--- config.mk ---
export PLATFORM = sky130hd
export DESIGN_NAME = ins_queue_ctrl_flat
export DESIGN_NICKNAME = d
export VERILOG_FILES = /design/src/rtl/ins_queue_if.sv /design/src/rtl/ins_queue_ctrl.sv /design/src/flat_wrapper.sv
export SDC_FILE = /design/constraint.sdc
export NUM_CORES = 1
export LEC_CHECK = 0
export ABC_CLOCK_PERIOD_IN_PS = 14850
export BUFFER_PORTS_ARGS = -buffer_cell sky130_fd_sc_hd__buf_2
export CORE_ASPECT_RATIO = 2
export CORE_UTILIZATION = 50
export CTS_BUF_LIST = sky130_fd_sc_hd__clkbuf_4 sky130_fd_sc_hd__clkbuf_8 sky130_fd_sc_hd__clkbuf_16
export CTS_CLUSTER_DIAMETER = 40
export DETAILED_ROUTE_END_ITERATION = 16
export PLACE_DENSITY = 0.73
export SLEW_MARGIN = 5
export SYNTH_ARGS = -nofsm -noshare
export SYNTH_HDL_FRONTEND = slang
export SYNTH_SLANG_ARGS = --single-unit
export TNS_END_PERCENT = 5
--- constraint.sdc ---
create_clock -name clk_in -period 14.85 [get_ports clk_in]
set_clock_uncertainty 0.15 [all_clocks]
set_input_delay 1.485 -clock clk_in [delete_from_list [all_inputs] [get_ports clk_in]]
set_output_delay 1.485 -clock clk_in [all_outputs]
set_load 0.05 [all_outputs]
--- src/rtl/ins_queue_if.sv ---
// ins_queue_if: fetch-side and decode-side handshake bundle of the
// instruction queue.
//   fetch side : f_valid, f_ins, f_addr, f_pred_jmp, f_pred_another -> queue
//                q_full                                          <- queue
//   backpressure: rs_full, lsb_full, rob_full                     -> queue
//   decode side: d_is_ins, d_ins, d_addr, d_pred_jmp, d_pred_another <- queue
// modport slave is the queue, modport master is its environment.
interface ins_queue_if;
   logic        f_valid;
   logic [31:0] f_ins;
   logic [31:0] f_addr;
   logic        f_pred_jmp;
   logic [31:0] f_pred_another;
   logic        q_full;
   logic        rs_full;
   logic        lsb_full;
   logic        rob_full;
   logic        d_is_ins;
   logic [31:0] d_ins;
   logic [31:0] d_addr;
   logic        d_pred_jmp;
   logic [31:0] d_pred_another;

   modport slave (
      input  f_valid, f_ins, f_addr, f_pred_jmp, f_pred_another,
      input  rs_full, lsb_full, rob_full,
      output q_full,
      output d_is_ins, d_ins, d_addr, d_pred_jmp, d_pred_another
   );

   modport master (
      output f_valid, f_ins, f_addr, f_pred_jmp, f_pred_another,
      output rs_full, lsb_full, rob_full,
      input  q_full,
      input  d_is_ins, d_ins, d_addr, d_pred_jmp, d_pred_another
   );
endinterface

--- src/rtl/ins_queue_ctrl.sv ---
// ins_queue_ctrl: circular instruction FIFO between fetch and decode.
// Buffers {ins, addr, pred_jmp, pred_another}, releases at most one entry
// per cycle when no downstream unit is full, and empties on flush.
// Ports:
//   clk_in    clock, all state on the rising edge
//   rst_n_in  asynchronous active-low reset
//   rdy_in    global enable; 0 freezes all state and blocks push/pop
//   flush_in  discard all entries at this edge
//   qif       fetch/backpressure/decode bundle (ins_queue_if.slave)
//   q_count   current occupancy (0..DEPTH)
module ins_queue_ctrl #(
   parameter int DEPTH = 8,
   parameter int SLACK = 2
) (
   input  logic                     clk_in,
   input  logic                     rst_n_in,
   input  logic                     rdy_in,
   input  logic                     flush_in,
   ins_queue_if.slave               qif,
   output logic [$clog2(DEPTH):0]   q_count
);
   localparam int AW = $clog2(DEPTH);
   localparam int CW = AW + 1;

   logic [31:0]   ins_mem     [DEPTH];
   logic [31:0]   addr_mem    [DEPTH];
   logic [31:0]   another_mem [DEPTH];
   logic          jmp_mem     [DEPTH];

   logic [AW-1:0] head;
   logic [AW-1:0] tail;
   logic          ovf_err;

   logic          stall;
   logic          is_empty;
   logic          is_full;
   logic          push;
   logic          pop;
   logic          drop;

   assign stall    = qif.rs_full | qif.lsb_full | qif.rob_full;
   assign is_empty = (q_count == '0);
   assign is_full  = (q_count == CW'(DEPTH));
   assign pop      = rdy_in & ~flush_in & ~stall & ~is_empty;
   assign push     = rdy_in & ~flush_in & qif.f_valid & ~is_full;
   // A fetch arriving at a full queue is lost; remember it for debug.
   assign drop     = rdy_in & ~flush_in & qif.f_valid & is_full;

   // Head entry is shown unconditionally; d_is_ins qualifies it.
   assign qif.d_is_ins       = pop;
   assign qif.d_ins          = ins_mem[head];
   assign qif.d_addr         = addr_mem[head];
   assign qif.d_pred_jmp     = jmp_mem[head];
   assign qif.d_pred_another = another_mem[head];

   // Threshold leaves SLACK entries for fetches already in flight.
   assign qif.q_full = (q_count >= CW'(DEPTH - SLACK));

   always_ff @(posedge clk_in or negedge rst_n_in) begin
      if (!rst_n_in) begin
         head    <= '0;
         tail    <= '0;
         q_count <= '0;
         ovf_err <= 1'b0;
      end else begin
         if (drop) begin
            ovf_err <= 1'b1;
         end
         if (rdy_in && flush_in) begin
            head    <= '0;
            tail    <= '0;
            q_count <= '0;
         end else begin
            if (push) begin
               tail <= tail + AW'(1);
            end
            if (pop) begin
               head <= head + AW'(1);
            end
            case ({push, pop})
               2'b10:   q_count <= q_count + CW'(1);
               2'b01:   q_count <= q_count - CW'(1);
               default: q_count <= q_count;
            endcase
         end
      end
   end

   // Storage carries no reset; only pointers and count define validity.
   always_ff @(posedge clk_in) begin
      if (push) begin
         ins_mem[tail]     <= qif.f_ins;
         addr_mem[tail]    <= qif.f_addr;
         jmp_mem[tail]     <= qif.f_pred_jmp;
         another_mem[tail] <= qif.f_pred_another;
      end
   end
endmodule

--- src/flat_wrapper.sv ---
// flat-port wrapper written by rule: the top's interface ports become plain ports
module ins_queue_ctrl_flat 
#(
   parameter int DEPTH = 8,
   parameter int SLACK = 2
)
  (clk_in, rst_n_in, rdy_in, flush_in, q_count, qif_f_valid, qif_f_ins, qif_f_addr, qif_f_pred_jmp, qif_f_pred_another, qif_rs_full, qif_lsb_full, qif_rob_full, qif_q_full, qif_d_is_ins, qif_d_ins, qif_d_addr, qif_d_pred_jmp, qif_d_pred_another);
  ins_queue_if qif_i ();
  input  logic clk_in;
  input  logic rst_n_in;
  input  logic rdy_in;
  input  logic flush_in;
  output logic [$clog2(DEPTH):0] q_count;
  input wire logic [$bits(qif_i.f_valid)-1:0] qif_f_valid;
  input wire logic [$bits(qif_i.f_ins)-1:0] qif_f_ins;
  input wire logic [$bits(qif_i.f_addr)-1:0] qif_f_addr;
  input wire logic [$bits(qif_i.f_pred_jmp)-1:0] qif_f_pred_jmp;
  input wire logic [$bits(qif_i.f_pred_another)-1:0] qif_f_pred_another;
  input wire logic [$bits(qif_i.rs_full)-1:0] qif_rs_full;
  input wire logic [$bits(qif_i.lsb_full)-1:0] qif_lsb_full;
  input wire logic [$bits(qif_i.rob_full)-1:0] qif_rob_full;
  output wire logic [$bits(qif_i.q_full)-1:0] qif_q_full;
  output wire logic [$bits(qif_i.d_is_ins)-1:0] qif_d_is_ins;
  output wire logic [$bits(qif_i.d_ins)-1:0] qif_d_ins;
  output wire logic [$bits(qif_i.d_addr)-1:0] qif_d_addr;
  output wire logic [$bits(qif_i.d_pred_jmp)-1:0] qif_d_pred_jmp;
  output wire logic [$bits(qif_i.d_pred_another)-1:0] qif_d_pred_another;
  assign qif_i.f_valid = qif_f_valid;
  assign qif_i.f_ins = qif_f_ins;
  assign qif_i.f_addr = qif_f_addr;
  assign qif_i.f_pred_jmp = qif_f_pred_jmp;
  assign qif_i.f_pred_another = qif_f_pred_another;
  assign qif_i.rs_full = qif_rs_full;
  assign qif_i.lsb_full = qif_lsb_full;
  assign qif_i.rob_full = qif_rob_full;
  assign qif_q_full = qif_i.q_full;
  assign qif_d_is_ins = qif_i.d_is_ins;
  assign qif_d_ins = qif_i.d_ins;
  assign qif_d_addr = qif_i.d_addr;
  assign qif_d_pred_jmp = qif_i.d_pred_jmp;
  assign qif_d_pred_another = qif_i.d_pred_another;
  ins_queue_ctrl #(.DEPTH(DEPTH), .SLACK(SLACK)) u_core (.clk_in(clk_in), .rst_n_in(rst_n_in), .rdy_in(rdy_in), .flush_in(flush_in), .qif(qif_i), .q_count(q_count));
endmodule
==> impl_metrics.tcl <==
set metrics [dict create \
    die_y_um 346.8 \
    instances_no_fill 2270 \
    row_count 126 \
    io_buffers 207 \
    timing.rr.end "u_core.addr_mem[5][15]$_DFFE_PP_" \
    synth_ff_type "edfxtp_1" \
    gr-total-overflow 0 \
    seq_area_frac_synth_pct 79.26 \
    antenna_found_initial 9 \
    drv_slew 0 \
    slew_headroom_pct 24.06 \
    dieArea_um2 60470 \
    vias 13120 \
    synth_top_area_share_pct 78.42 \
    rr_startpoint "u_core.q_count[1]$_DFFE_PN0P_" \
    crit_required_ns 13.22 \
    critPathLaunchType "register" \
    synth_top_area_cell "edfxtp_1" \
    area_growth_pct 14.65 \
    rrSetupSlack_ns 10.75 \
    max_cap_viol_count 0 \
    die_w_um 174.4 \
    syn_avg_cell_area_um2 24.68 \
    cts_sinks 786 \
    drive_gt1_share_pct 43.67 \
    drc 0 \
    syn_inst 1204 \
    dp.cells 2142 \
    first_pass_iters 5 \
    clk_latency_ns 0.59 \
    seq_area_um2 23560 \
    setup_viol 0 \
    synth_area_um2 29720 \
    clkTransAtPathRegs_ns 0.06 \
    synth_simple_gate_area_share_pct 0.7158 \
    post-cts-setup-buffers 0 \
    synthXorXnorAreaFrac_pct 0.1179 \
    nFillCells 4171 \
    synthTopCellsByArea "edfxtp_1 (78%), mux4_2 (15%), mux2_2 (3.7%)" \
    grt_pass1_vias 14600 \
    tightest_slew_ns 1.139 \
    outcome "completed" \
    cts-hold-fix-buffers 0 \
    leakagePower_nw 10.72 \
    path_max_fanout 54 \
    hold_class "reg -> reg" \
    routed_wl_um 58130 \
    min_period_ns 6.471 \
    synth_fa_ha_area_share_pct 0.1263 \
    cts_inserted_buffers 71 \
    start_util_pct 50.53 \
    ctsHtreeMaxLevel 3 \
    reg2regPathDepth 6 \
    syn_nets 1312 \
    grt_max_degree 98 \
    multi_input_area_um2 5951 \
    synth_compound_area_share_pct 0.4211 \
    p_total_mw 4.614 \
    yosysUniqueCellTypes 37 \
    grt_pass1_wl_um 88030 \
    finalSetupTns_ns 0 \
    core-area_um2 58800 \
    endpoint_kind "output pin" \
    grt_setup_unrepaired "no" \
    muxShareOfSynthArea_pct 18.48 \
    clockBufferDepth 3 \
    crit_start "u_core.head[0]$_DFFE_PN0P_" \
    via_per_inst 5.778 \
    synth-async-reset-ratio_pct 1.272 \
    period_share_pct 43.58 \
    fmaxAchievable_mhz 154.5 \
    drt_iter0_drc 901 \
    power.density_nw_per_um2 135.4 \
    final_net_count 1555 \
    gp_congestion 0.7428 \
    avgRoutedWirePerCell_um 25.61 \
    report.final.hold_viol_count 0 \
    cts_tree "yes" \
    peakVddDrop_uv 169.1 \
    cts_repair_resize_count 0 \
    post-dp-hpwl_um 32150 \
    pin_count 208 \
    synth-edff-count 776 \
    endpoint "qif_d_pred_another[6]" \
    antenna_left 0 \
    synth_top_family_by_area "multiplexers" \
    cp.arrival_ns 4.84 \
    crit_type "reg -> out" \
    grt_usage_pct 19.88 \
    yosysWarnings 0 \
    synth-seq-cells 786 \
    cts-root-buf "clkbuf_16" \
]
## flip-flops by register name, indices dropped and copies added (netlist names)
register	flops
u_core.addr_mem	256
u_core.another_mem	256
u_core.head	3
u_core.ins_mem	256
u_core.jmp_mem	8
u_core.q_count	4
u_core.tail	3
## cells in the final DEF, fill, tap and decap left out, drive strengths merged, types with 5 or more instances in the layout
cell and count:
nand2 10, mux2 97, dfrtp 10, buf 228, inv 9, clkbuf 93
edfxtp 776, bufinv 5, nor2 6, nor3 7, a21oi 6, mux4 194
clkinv 19
## synthesized netlist by cell type (all sizes together) (2+ instances only)
master / number
a21oi: 6
buf: 23
mux2: 97
nand2: 10
o21ai: 2
nor3: 7
nand3b: 2
xnor2: 4
ha: 3
a211oi: 2
edfxtp: 776
or4: 2
nor2: 6
mux4: 194
nor4: 2
inv: 4
nand2b: 2
mux2i: 3
clkbuf: 35
dfrtp: 10
a21o: 2
## worst min-delay path by stage
| stage | start | endpoint | slack (ns) | depth (start not counted) |
|---|---|---|---|---|
| 6_report | u_core.tail[1]$_DFFE_PN0P_ | u_core.tail[1]$_DFFE_PN0P_ | 0.51 | 2 |
| 5_1_grt | u_core.tail[2]$_DFFE_PN0P_ | u_core.tail[2]$_DFFE_PN0P_ | 0.55 | 2 |
| 4_1_cts | u_core.tail[1]$_DFFE_PN0P_ | u_core.tail[1]$_DFFE_PN0P_ | 0.51 | 2 |
| 3_5_place_dp | u_core.tail[1]$_DFFE_PN0P_ | u_core.tail[1]$_DFFE_PN0P_ | 0.50 | 2 |
| 3_3_place_gp | u_core.tail[1]$_DFFE_PN0P_ | u_core.tail[1]$_DFFE_PN0P_ | 0.47 | 2 |
| 2_1_floorplan | u_core.tail[1]$_DFFE_PN0P_ | u_core.tail[1]$_DFFE_PN0P_ | 0.42 | 2 |
## power by group
group	total, mW	leakage, nW	switching, mW	internal [mW]
registers	2.48	7.12	0.0206	2.46
logic	0.306	2.44	0.194	0.112
clock network	1.83	1.17	0.771	1.05
## layer usage
metal,part of all wire (%),global-route usage (%),vias up
met1,37,22.63,6968
met3,5.0,3.384,121
li1,-,-,5640
met2,55,36.55,382
met4,3.2,8.235,4
met5,0.031,0,-
## kinds of logic (layout without fill, tap and decap cells)
| group | count (synthesis) | after routing |
|---|---|---|
| other cells | 0 | 2 |
| fa+ha+maj | 3 | 3 |
| flops | 786 | 786 |
| buf+inv | 62 | 358 |
| compound gates | 18 | 18 |
| mux | 294 | 294 |
| xor+xnor | 4 | 4 |
| simple gates | 37 | 37 |
## layout make-up
class / instances / share of cell area, %
sequential: 786 / 69.17
clock buffer: 93 / 5.905
antenna: 2 / 0.01469
tap: 768 / 2.821
inverter: 4 / 0.04407
timing repair buffer: 228 / 3.540
clock inverter: 33 / 1.043
multi-input combinational: 356 / 17.47
## stage by stage
step                worst slack, ns  utilization, %  cell area (um^2)  hold WS, ns
floorplan                     2.885               -             29720       0.4239
global placement              8.814           53.90             31700       0.4684
detailed placement            8.768           53.90             31700       0.5022
CTS                           8.107           57.93             34060       0.5122
global route                  7.858           57.94             34070       0.5493
finish                        8.379           57.94             34070       0.5098
## critical path, cell delays in order (launching register included)
cell	delay, ns
dfrtp_4	1.11
buf_4	0.94
buf_4	0.97
mux4_2	0.62
mux2_2	0.31
buf_2	0.22
No activity file was read; power rests on OpenSTA's default activity.
